[src/rtl/frame_sequencer.sv]
// frame_sequencer: schedules color-frame and white-value runs on the LED
// string drivers. Only one driver is active at a time, and every run is
// followed by a latch gap.
//
//   state        | meaning
//   -------------+------------------------------------------------------
//   IDLE         | waiting for a full color frame or a pending white value
//   COLOR_START  | color_go issued, waiting for color_busy to rise
//   COLOR_RUN    | color driver active, waiting for color_busy to fall
//   WHITE_START  | white_go issued, waiting for white_busy to rise
//   WHITE_RUN    | white driver active, waiting for white_busy to fall
//   LATCH        | inter-frame latch gap, both drivers blanked
module frame_sequencer #(
  parameter int FIFO_ADDR_WIDTH = 13,
  parameter int FRAME_WORDS     = 4096,
  parameter int LATCH_CYCLES    = 6000,
  parameter int START_TIMEOUT   = 16
) (
  input  logic                     clk,
  input  logic                     reset_n,
  input  logic                     enable,
  input  logic [FIFO_ADDR_WIDTH:0] fifo_full_count,
  input  logic                     white_req,
  input  logic                     color_busy,
  input  logic                     white_busy,
  output logic                     color_go,
  output logic                     white_go,
  output logic                     hold,
  output logic [15:0]              frame_count,
  output logic                     start_err,
  output logic [2:0]               state
);

  localparam int AW1 = FIFO_ADDR_WIDTH + 1;
  localparam int LW  = $clog2(LATCH_CYCLES + 1);
  localparam int TW  = $clog2(START_TIMEOUT + 1);

  localparam logic [FIFO_ADDR_WIDTH:0] FRAME_THRESH = AW1'(FRAME_WORDS);
  localparam logic [LW-1:0]            LATCH_LOAD   = LW'(LATCH_CYCLES);
  // The START state counts down from START_TIMEOUT-1 so that the timeout
  // fires on the START_TIMEOUT-th cycle spent waiting for busy.
  localparam logic [TW-1:0]            TMO_LOAD     = TW'(START_TIMEOUT - 1);

  typedef enum logic [2:0] {
    ST_IDLE        = 3'd0,
    ST_COLOR_START = 3'd1,
    ST_COLOR_RUN   = 3'd2,
    ST_WHITE_START = 3'd3,
    ST_WHITE_RUN   = 3'd4,
    ST_LATCH       = 3'd5
  } state_t;

  state_t        state_q, state_d;
  logic          color_go_q, color_go_d;
  logic          white_go_q, white_go_d;
  logic          hold_q, hold_d;
  logic          start_err_q, start_err_d;
  logic [15:0]   frame_count_q, frame_count_d;
  logic          white_pend_q, white_pend_d;
  logic          last_white_q, last_white_d;
  logic [TW-1:0] tmo_q, tmo_d;
  logic [LW-1:0] latch_q, latch_d;

  logic color_ready;
  logic white_ready;

  // State and output registers; reset abandons any run without side effects.
  always_ff @(posedge clk or negedge reset_n) begin
    if (!reset_n) begin
      state_q       <= ST_IDLE;
      color_go_q    <= 1'b0;
      white_go_q    <= 1'b0;
      hold_q        <= 1'b1;
      start_err_q   <= 1'b0;
      frame_count_q <= '0;
      white_pend_q  <= 1'b0;
      last_white_q  <= 1'b1;
      tmo_q         <= '0;
      latch_q       <= '0;
    end else begin
      state_q       <= state_d;
      color_go_q    <= color_go_d;
      white_go_q    <= white_go_d;
      hold_q        <= hold_d;
      start_err_q   <= start_err_d;
      frame_count_q <= frame_count_d;
      white_pend_q  <= white_pend_d;
      last_white_q  <= last_white_d;
      tmo_q         <= tmo_d;
      latch_q       <= latch_d;
    end
  end

  // Next-state, arbitration, timers and registered-output next values.
  always_comb begin
    state_d       = state_q;
    color_go_d    = 1'b0;
    white_go_d    = 1'b0;
    start_err_d   = 1'b0;
    frame_count_d = frame_count_q;
    last_white_d  = last_white_q;
    tmo_d         = tmo_q;
    latch_d       = latch_q;

    // A request arriving in the same cycle as white_go must not be lost.
    white_pend_d = white_req | (white_pend_q & ~white_go_q);

    color_ready = enable && (fifo_full_count >= FRAME_THRESH);
    white_ready = enable && white_pend_q;

    case (state_q)
      ST_IDLE: begin
        if (color_ready && (!white_ready || last_white_q)) begin
          state_d    = ST_COLOR_START;
          color_go_d = 1'b1;
          tmo_d      = TMO_LOAD;
        end else if (white_ready) begin
          state_d    = ST_WHITE_START;
          white_go_d = 1'b1;
          tmo_d      = TMO_LOAD;
        end
      end
      ST_COLOR_START: begin
        if (color_busy) begin
          state_d = ST_COLOR_RUN;
          tmo_d   = '0;
        end else if (tmo_q == '0) begin
          state_d      = ST_LATCH;
          start_err_d  = 1'b1;
          last_white_d = 1'b0;
          latch_d      = LATCH_LOAD;
        end else begin
          tmo_d = tmo_q - TW'(1);
        end
      end
      ST_COLOR_RUN: begin
        if (!color_busy) begin
          state_d       = ST_LATCH;
          frame_count_d = frame_count_q + 16'd1;
          last_white_d  = 1'b0;
          latch_d       = LATCH_LOAD;
        end
      end
      ST_WHITE_START: begin
        if (white_busy) begin
          state_d = ST_WHITE_RUN;
          tmo_d   = '0;
        end else if (tmo_q == '0) begin
          state_d      = ST_LATCH;
          start_err_d  = 1'b1;
          last_white_d = 1'b1;
          latch_d      = LATCH_LOAD;
        end else begin
          tmo_d = tmo_q - TW'(1);
        end
      end
      ST_WHITE_RUN: begin
        if (!white_busy) begin
          state_d      = ST_LATCH;
          last_white_d = 1'b1;
          latch_d      = LATCH_LOAD;
        end
      end
      ST_LATCH: begin
        if (latch_q <= LW'(1)) begin
          state_d = ST_IDLE;
          latch_d = '0;
        end else begin
          latch_d = latch_q - LW'(1);
        end
      end
      default: begin
        state_d = ST_IDLE;
      end
    endcase

    hold_d = (state_d == ST_IDLE) || (state_d == ST_LATCH);
  end

  assign color_go    = color_go_q;
  assign white_go    = white_go_q;
  assign hold        = hold_q;
  assign start_err   = start_err_q;
  assign frame_count = frame_count_q;
  assign state       = state_q;

endmodule

[config.mk]
export PLATFORM = sky130hd
export DESIGN_NAME = frame_sequencer
export DESIGN_NICKNAME = d
export VERILOG_FILES = /design/src/rtl/frame_sequencer.sv
export SDC_FILE = /design/constraint.sdc
export NUM_CORES = 1
export LEC_CHECK = 0
export CAP_MARGIN = 20
export CORE_UTILIZATION = 47
export DETAILED_ROUTE_END_ITERATION = 8
export GPL_TIMING_DRIVEN = 0
export PLACE_DENSITY = 0.82
export SLEW_MARGIN = 30
export SYNTH_ARGS = -nofsm -noshare
export SYNTH_HDL_FRONTEND = slang
export SYNTH_SLANG_ARGS = --single-unit
[constraint.sdc]
create_clock -name clk -period 2 [get_ports clk]
set_input_delay 0.2 -clock clk [delete_from_list [all_inputs] [get_ports clk]]
set_output_delay 0.2 -clock clk [all_outputs]
set_load 0.01 [all_outputs]
==> flow_summary.json, run 1 <==
{
  "p_switching_w": 0.00149,
  "ys_ff_latch": 43,
  "fin_crit_ns": 2.18,
  "yosysTopAreaCellShare_pct": 45.0,
  "clockBufferDepth": 2,
  "crit_type": "reg2reg",
  "synth_flop_cell": "dfrtp_1",
  "synth_top_area_cell": "dfrtp_1",
  "clockRootBuffer": "clkbuf_8",
  "slew_headroom_pct": 56.5,
  "drive_gt1_share_pct": 22.7,
  "cts_max_level": 2,
  "synthesis.area_sq_um": 2280,
  "area_growth_pct": 33.8,
  "max_freq_mhz": 459,
  "fin_cells": 338,
  "hp-class": "in2async",
  "p_int_w": 0.00229,
  "synth_edf_count": 0,
  "endpoint_kind": "register",
  "power.leakage_nw": 1.29,
  "clkLatencyLatePin_ns": 0.29,
  "synth_common_cells": "dfrtp_1 (41), nand2_1 (16), nor2_1 (15)",
  "cp.required_ns": 2.18,
  "fin_crit_sh_pct": 109,
  "reg2reg_depth": 8,
  "start_util_pct": 50.6,
  "nets": 310,
  "antenna_left": 0,
  "ys_types": 52,
  "drt_first_iter_violations": 115,
  "synth_area_leaders": "dfrtp_1 (45%), xnor2_1 (4.6%), a21oi_1 (2.9%)",
  "status": "finished, violations left",
  "wl_per_cell_um": 16.1,
  "syn_nets": 256,
  "rrSetupSlack_ns": -0.18,
  "postSynth.asyncResetShare_pct": 100,
  "cts_tree": "built",
  "drcViolationCount": 0,
  "grt-ovfl-total": 0,
  "gp_congestion": 0.814,
  "vias": 2022,
  "die_area_sq_um": 5130,
  "finalSetupViolCount": 18,
  "worstSetupEndpoint": "latch_q[10]$_DFFE_PN0P_",
  "clockPowerShare_pct": 15.6,
  "reg2reg_from": "tmo_q[0]$_DFFE_PN0P_",
  "switching_share_pct": 39.4,
  "cp_max_fo": 5,
  "yosysSeqAreaShare_pct": 47.3,
  "grt_pass1_vias": 1972,
  "core-area_sq_um": 4500,
  "track_usage_pct": 22.8,
  "num_io_pins": 43,
  "cts.clk_slew.worst_paths_ns": 0.08,
  "hold_viol": 0,
  "pwr-share-seq_pct": 35.8,
  "vdd_drop_max_mv": 0.626,
  "place_inst": 314,
  "rsz0062_at_grt": "true",
  "vias_per_cell": 5.98,
  "worstMarginPinSlew_ns": 0.647,
  "cp-start-kind": "register",
  "grt_pass1_wl_um": 9100,
  "post-place-ws_ns": -0.496,
  "yosysWarnings": 0,
  "powerDensity_nw_per_um2": 1240,
  "grt_max_degree": 30,
  "die_w_um": 71.6,
  "rows": 24,
  "firstDrtPassIters": 4,
  "hpwl_um": 3330,
  "synthMostInstantiatedCell": "dfrtp_1",
  "synthCells": 231,
  "crit_path_start": "tmo_q[0]$_DFFE_PN0P_",
  "failed_checks": "negative setup slack",
  "drv_slew": 0,
  "layout_setup_ws_ns": -0.177,
  "cts.sinks": 43,
  "antenna_found_initial": 0,
  "numCtsBuffers": 5,
  "avgSynthCellArea_sq_um": 9.86,
  "wl_um": 5440,
  "io_buffers": 30,
  "reg2reg_to": "latch_q[10]$_DFFE_PN0P_",
  "max-cap-violations": 0,
  "finClkSkew_ns": 0.00413,
  "cp.arrival_ns": 2.36,
  "dieHeight_um": 71.6,
  "n_antenna_cell": 0,
  "p_comb_share_pct": 48.6
}
==> critical path, cell delays in order, from the launching register on <==
cell	delay, ns
dfrtp_1	0.41
inv_2	0.08
ha_4	0.12
or4b_4	0.47
or3_4	0.35
o211a_4	0.16
o22ai_4	0.23
buf_6	0.17
a211oi_2	0.07
==> cell type report <==
cell class / instances / area, sq um
buffer: 7 / 47.5
clock buffer: 6 / 82.6
clock inverter: 2 / 16.3
fill: 339 / 1460
inverter: 14 / 52.6
multi-input combinational: 165 / 1240
sequential: 43 / 1080
tap: 52 / 65.1
timing repair buffer: 49 / 460
==> metrics by stage <==
stage          TNS, ns  util, %  instance area (sq um)  hold WS [ns]  power [W]
2_1_floorplan    -1.89        -                   2280       -0.0956    0.00226
3_3_place_gp    -21.04     58.7                   2640         0.424    0.00267
3_5_place_dp     -7.99     59.0                   2660         0.131    0.00273
4_1_cts          -3.39     65.9                   2970         0.356    0.00363
5_1_grt          -3.35     67.7                   3050         0.393    0.00401
6_report         -2.46     67.7                   3050         0.345    0.00378
==> what timing repair did <==
| item | in CTS | in global routing |
|---|---|---|
| setup buffers | 10 | 6 |
| pin swaps | 14 | 11 |
| gates resized for setup | 30 | 15 |
| gates cloned | 1 | 0 |
| hold endpoints to repair | 12 | 0 |
| setup endpoints to repair | 25 | 26 |
| hold buffers | 1 | 0 |
==> metal layers <==
layer	GRT usage [%]	wire length, um	vias up
met3	4.50	192	13
met1	28.3	2380	1001
met5	0	0	-
li1	-	-	951
met2	37.7	2740	57
met4	12.2	126	0
==> power by group through the flow <==
| stage | combinational (W) | clock [W] | sequential [W] |
|---|---|---|---|
| finish | 0.00184 | 0.000588 | 0.00135 |
| floorplan | 0.000933 | 0 | 0.00133 |
| CTS | 0.00171 | 0.000597 | 0.00133 |
| global route | 0.00200 | 0.000625 | 0.00138 |
| detailed placement | 0.00140 | 0 | 0.00133 |
| global placement | 0.00135 | 0 | 0.00132 |
==> state kept, by name, summed over array words and instances (netlist names), 3 cells and up <==
register / flops
frame_count: 16
latch_q: 13
state: 3
tmo_q: 5
==> worst min-delay path by stage <==
stage,start,endpoint,cells after the start
final,reset_n,color_go$_DFF_PN0_,2
after global routing,reset_n,state[2]$_DFF_PN0_,2
after CTS,reset_n,latch_q[12]$_DFFE_PN0P_,2
after detailed placement,reset_n,white_pend_q$_DFF_PN0_,1
after global placement,white_go$_DFF_PN0_,white_pend_q$_DFF_PN0_,1
after floorplan,reset_n,color_go$_DFF_PN0_,0
==> logic make-up (layout without fill, tap and decap cells) <==
family | Yosys count | in the layout | synth area share (%)
simple gates | 91 | 91 | 22.0
buf+inv | 23 | 78 | 4.34
flops | 43 | 43 | 47.3
compound gates | 51 | 51 | 16.5
fa+ha+maj | 5 | 5 | 2.75
mux | 2 | 2 | 0.988
xor+xnor | 16 | 16 | 6.15
==> cell usage in the layout (no fill, tap or decap), types with 11 or more instances in the layout <==
cell             synthesis  layout
clkdlybuf4s50_1          0      29
inv_1                   14      12
buf_4                    0      16
xnor2_1                 12      12
dfrtp_1                 41      39
a21oi_1                 13      12
nor2_1                  15      15
nand2_1                 16      16
nand3_1                 11      11
No activity file was read; power rests on OpenSTA's default activity.
==> run 2: changes to the inputs <==
Settings changed: SLEW_MARGIN 30 to 15.
==> flow_summary.json, run 2 (synthesis results as in run 1) <==
{
  "clkLatencyLatePin_ns": 0.30,
  "vdd_drop_max_mv": 0.716,
  "die_area_sq_um": 5130,
  "crit_chain": "inv_2 > ha_4 > or4b_4 > or3_4 > o211a_4 > o22ai_4 > buf_6 > mux2_4",
  "cts.clk_slew.worst_paths_ns": 0.08,
  "finalSetupViolCount": 15,
  "grt_pass1_wl_um": 8660,
  "power.leakage_nw": 1.31,
  "slowest_stage": "or4b_4",
  "powerDensity_nw_per_um2": 1250,
  "cp.required_ns": 2.24,
  "track_usage_pct": 21.8,
  "antenna_found_initial": 0,
  "cp-start-kind": "register",
  "wl_um": 5210,
  "final_common_cell": "dfrtp_1",
  "crit_type": "reg2reg",
  "firstDrtPassIters": 4,
  "post-route-util_pct": 68.0,
  "hold-worst-slack_ns": 0.321,
  "cts.sinks": 43,
  "rows": 24,
  "clockRootBuffer": "clkbuf_8",
  "tns_ns": -2.42,
  "vias": 2015,
  "gp_congestion": 0.814,
  "die_w_um": 71.6,
  "core-area_sq_um": 4500,
  "max_freq_mhz": 454,
  "max-cap-violations": 0,
  "grt-ovfl-total": 0,
  "cp_max_fo": 5,
  "failed_checks": "negative setup slack",
  "grt_max_degree": 32,
  "antenna_left": 0,
  "slew_headroom_pct": 48.3,
  "placed_area_sq_um": 2660,
  "cts_max_level": 2,
  "largest_reg_flops": 16,
  "most-common-layout-cells": "dfrtp_1 (38), clkdlybuf4s50_1 (29), nand2_1 (16), nor2_1 (15), buf_4 (15)",
  "grt_pass1_vias": 1926,
  "vias_per_cell": 5.98,
  "start_util_pct": 50.6,
  "clockBufferDepth": 2,
  "status": "finished, violations left",
  "drcViolationCount": 0,
  "layout_setup_ws_ns": -0.202,
  "fin_crit_ns": 2.20,
  "n_antenna_cell": 0,
  "fin_crit_sh_pct": 110,
  "endpoint_kind": "register",
  "dieHeight_um": 71.6,
  "slowest_delay_ns": 0.46,
  "hold_viol": 0,
  "finClkSkew_ns": 0.00677,
  "io_buffers": 30,
  "finalInstanceArea_sq_um": 3060,
  "cp.arrival_ns": 2.44,
  "rsz0062_at_grt": "true",
  "hpwl_um": 3310,
  "drive_gt1_share_pct": 22.1,
  "area_growth_pct": 34.5,
  "hp-class": "in2async",
  "drt_first_iter_violations": 193,
  "post-place-ws_ns": -0.506,
  "cts_tree": "built",
  "nets": 310,
  "wl_per_cell_um": 15.5,
  "num_io_pins": 43,
  "drv_slew": 0,
  "numCtsBuffers": 5,
  "worstMarginPinSlew_ns": 0.769
}
## run 2: changes by cell type in the layout (fill, tap and decap cells not counted), sizes merged
cell    before  now
clkinv       1    0
bufinv       0    1
buf         23   22
## run 2: stage by stage
stage	cells	total power [W]
detailed placement	314	0.00273
CTS	333	0.00371
finish	337	0.00384
global route	337	0.00408
global placement	313	0.00267
floorplan	231	0.00226
## run 2: layout make-up
| class | count | area, sq um |
|---|---|---|
| Buffer | 7 | 40.0 |
| Clock buffer | 5 | 68.8 |
| Clock inverter | 2 | 37.5 |
| Fill cell | 329 | 1440 |
| Inverter | 14 | 52.6 |
| Multi-Input combinational cell | 165 | 1260 |
| Sequential cell | 43 | 1080 |
| Tap cell | 52 | 65.1 |
| Timing Repair Buffer | 49 | 460 |
## run 2: worst max-delay path, delay by kind of cell (launching register included)
kind | cells | cell delay [ns]
and+or+nand+nor | 2 | 0.80
AOI/OAI and AO/OA | 2 | 0.41
DFF | 1 | 0.41
buffers and inverters | 2 | 0.25
muxes | 1 | 0.14
adders and majority gates | 1 | 0.12
## run 2: timing repair
item                       in CTS  in global routing
gates cloned                    1                  0
gates resized for setup        30                 12
hold endpoints to repair       11                  0
pin swaps                      13                  6
setup buffers                  11                  5
setup endpoints to repair      23                 28
hold buffers                    1                  0
## run 2: worst paths after layout
| check | slack, ns | end | cells past startpoint | start |
|---|---|---|---|---|
| setup reg to reg | -0.20 | latch_q[0]$_DFFE_PN0P_ | 8 | tmo_q[0]$_DFFE_PN0P_ |
| max in group asynchronous | 1.16 | last_white_q$_DFFE_PN1P_ | 3 | reset_n |
| hold / removal | 0.32 | state[2]$_DFF_PN0_ | 2 | reset_n |
| setup / recovery | -0.20 | latch_q[0]$_DFFE_PN0P_ | 8 | tmo_q[0]$_DFFE_PN0P_ |
| min in group clk | 0.44 | white_pend_q$_DFF_PN0_ | 1 | white_go$_DFF_PN0_ |
| hold reg to reg | 0.44 | white_pend_q$_DFF_PN0_ | 1 | white_go$_DFF_PN0_ |
## run 2: power breakdown
| group | switching, W | internal (W) | total [W] |
|---|---|---|---|
| clock network | 0.000291 | 0.000365 | 0.000655 |
| logic | 0.000912 | 0.000911 | 0.00182 |
| registers | 0.000261 | 0.00110 | 0.00136 |
| total | 0.00146 | 0.00237 | 0.00384 |
## run 2: routing by layer
metal / part of all wire, % / up-vias / wire length, um / GRT usage (%)
met5: 0 / - / 0 / 0
met4: 2.1 / 0 / 112 / 11.1
met3: 4.9 / 9 / 253 / 4.64
met2: 48 / 58 / 2480 / 34.7
met1: 45 / 999 / 2360 / 28.2
li1: - / 949 / - / -
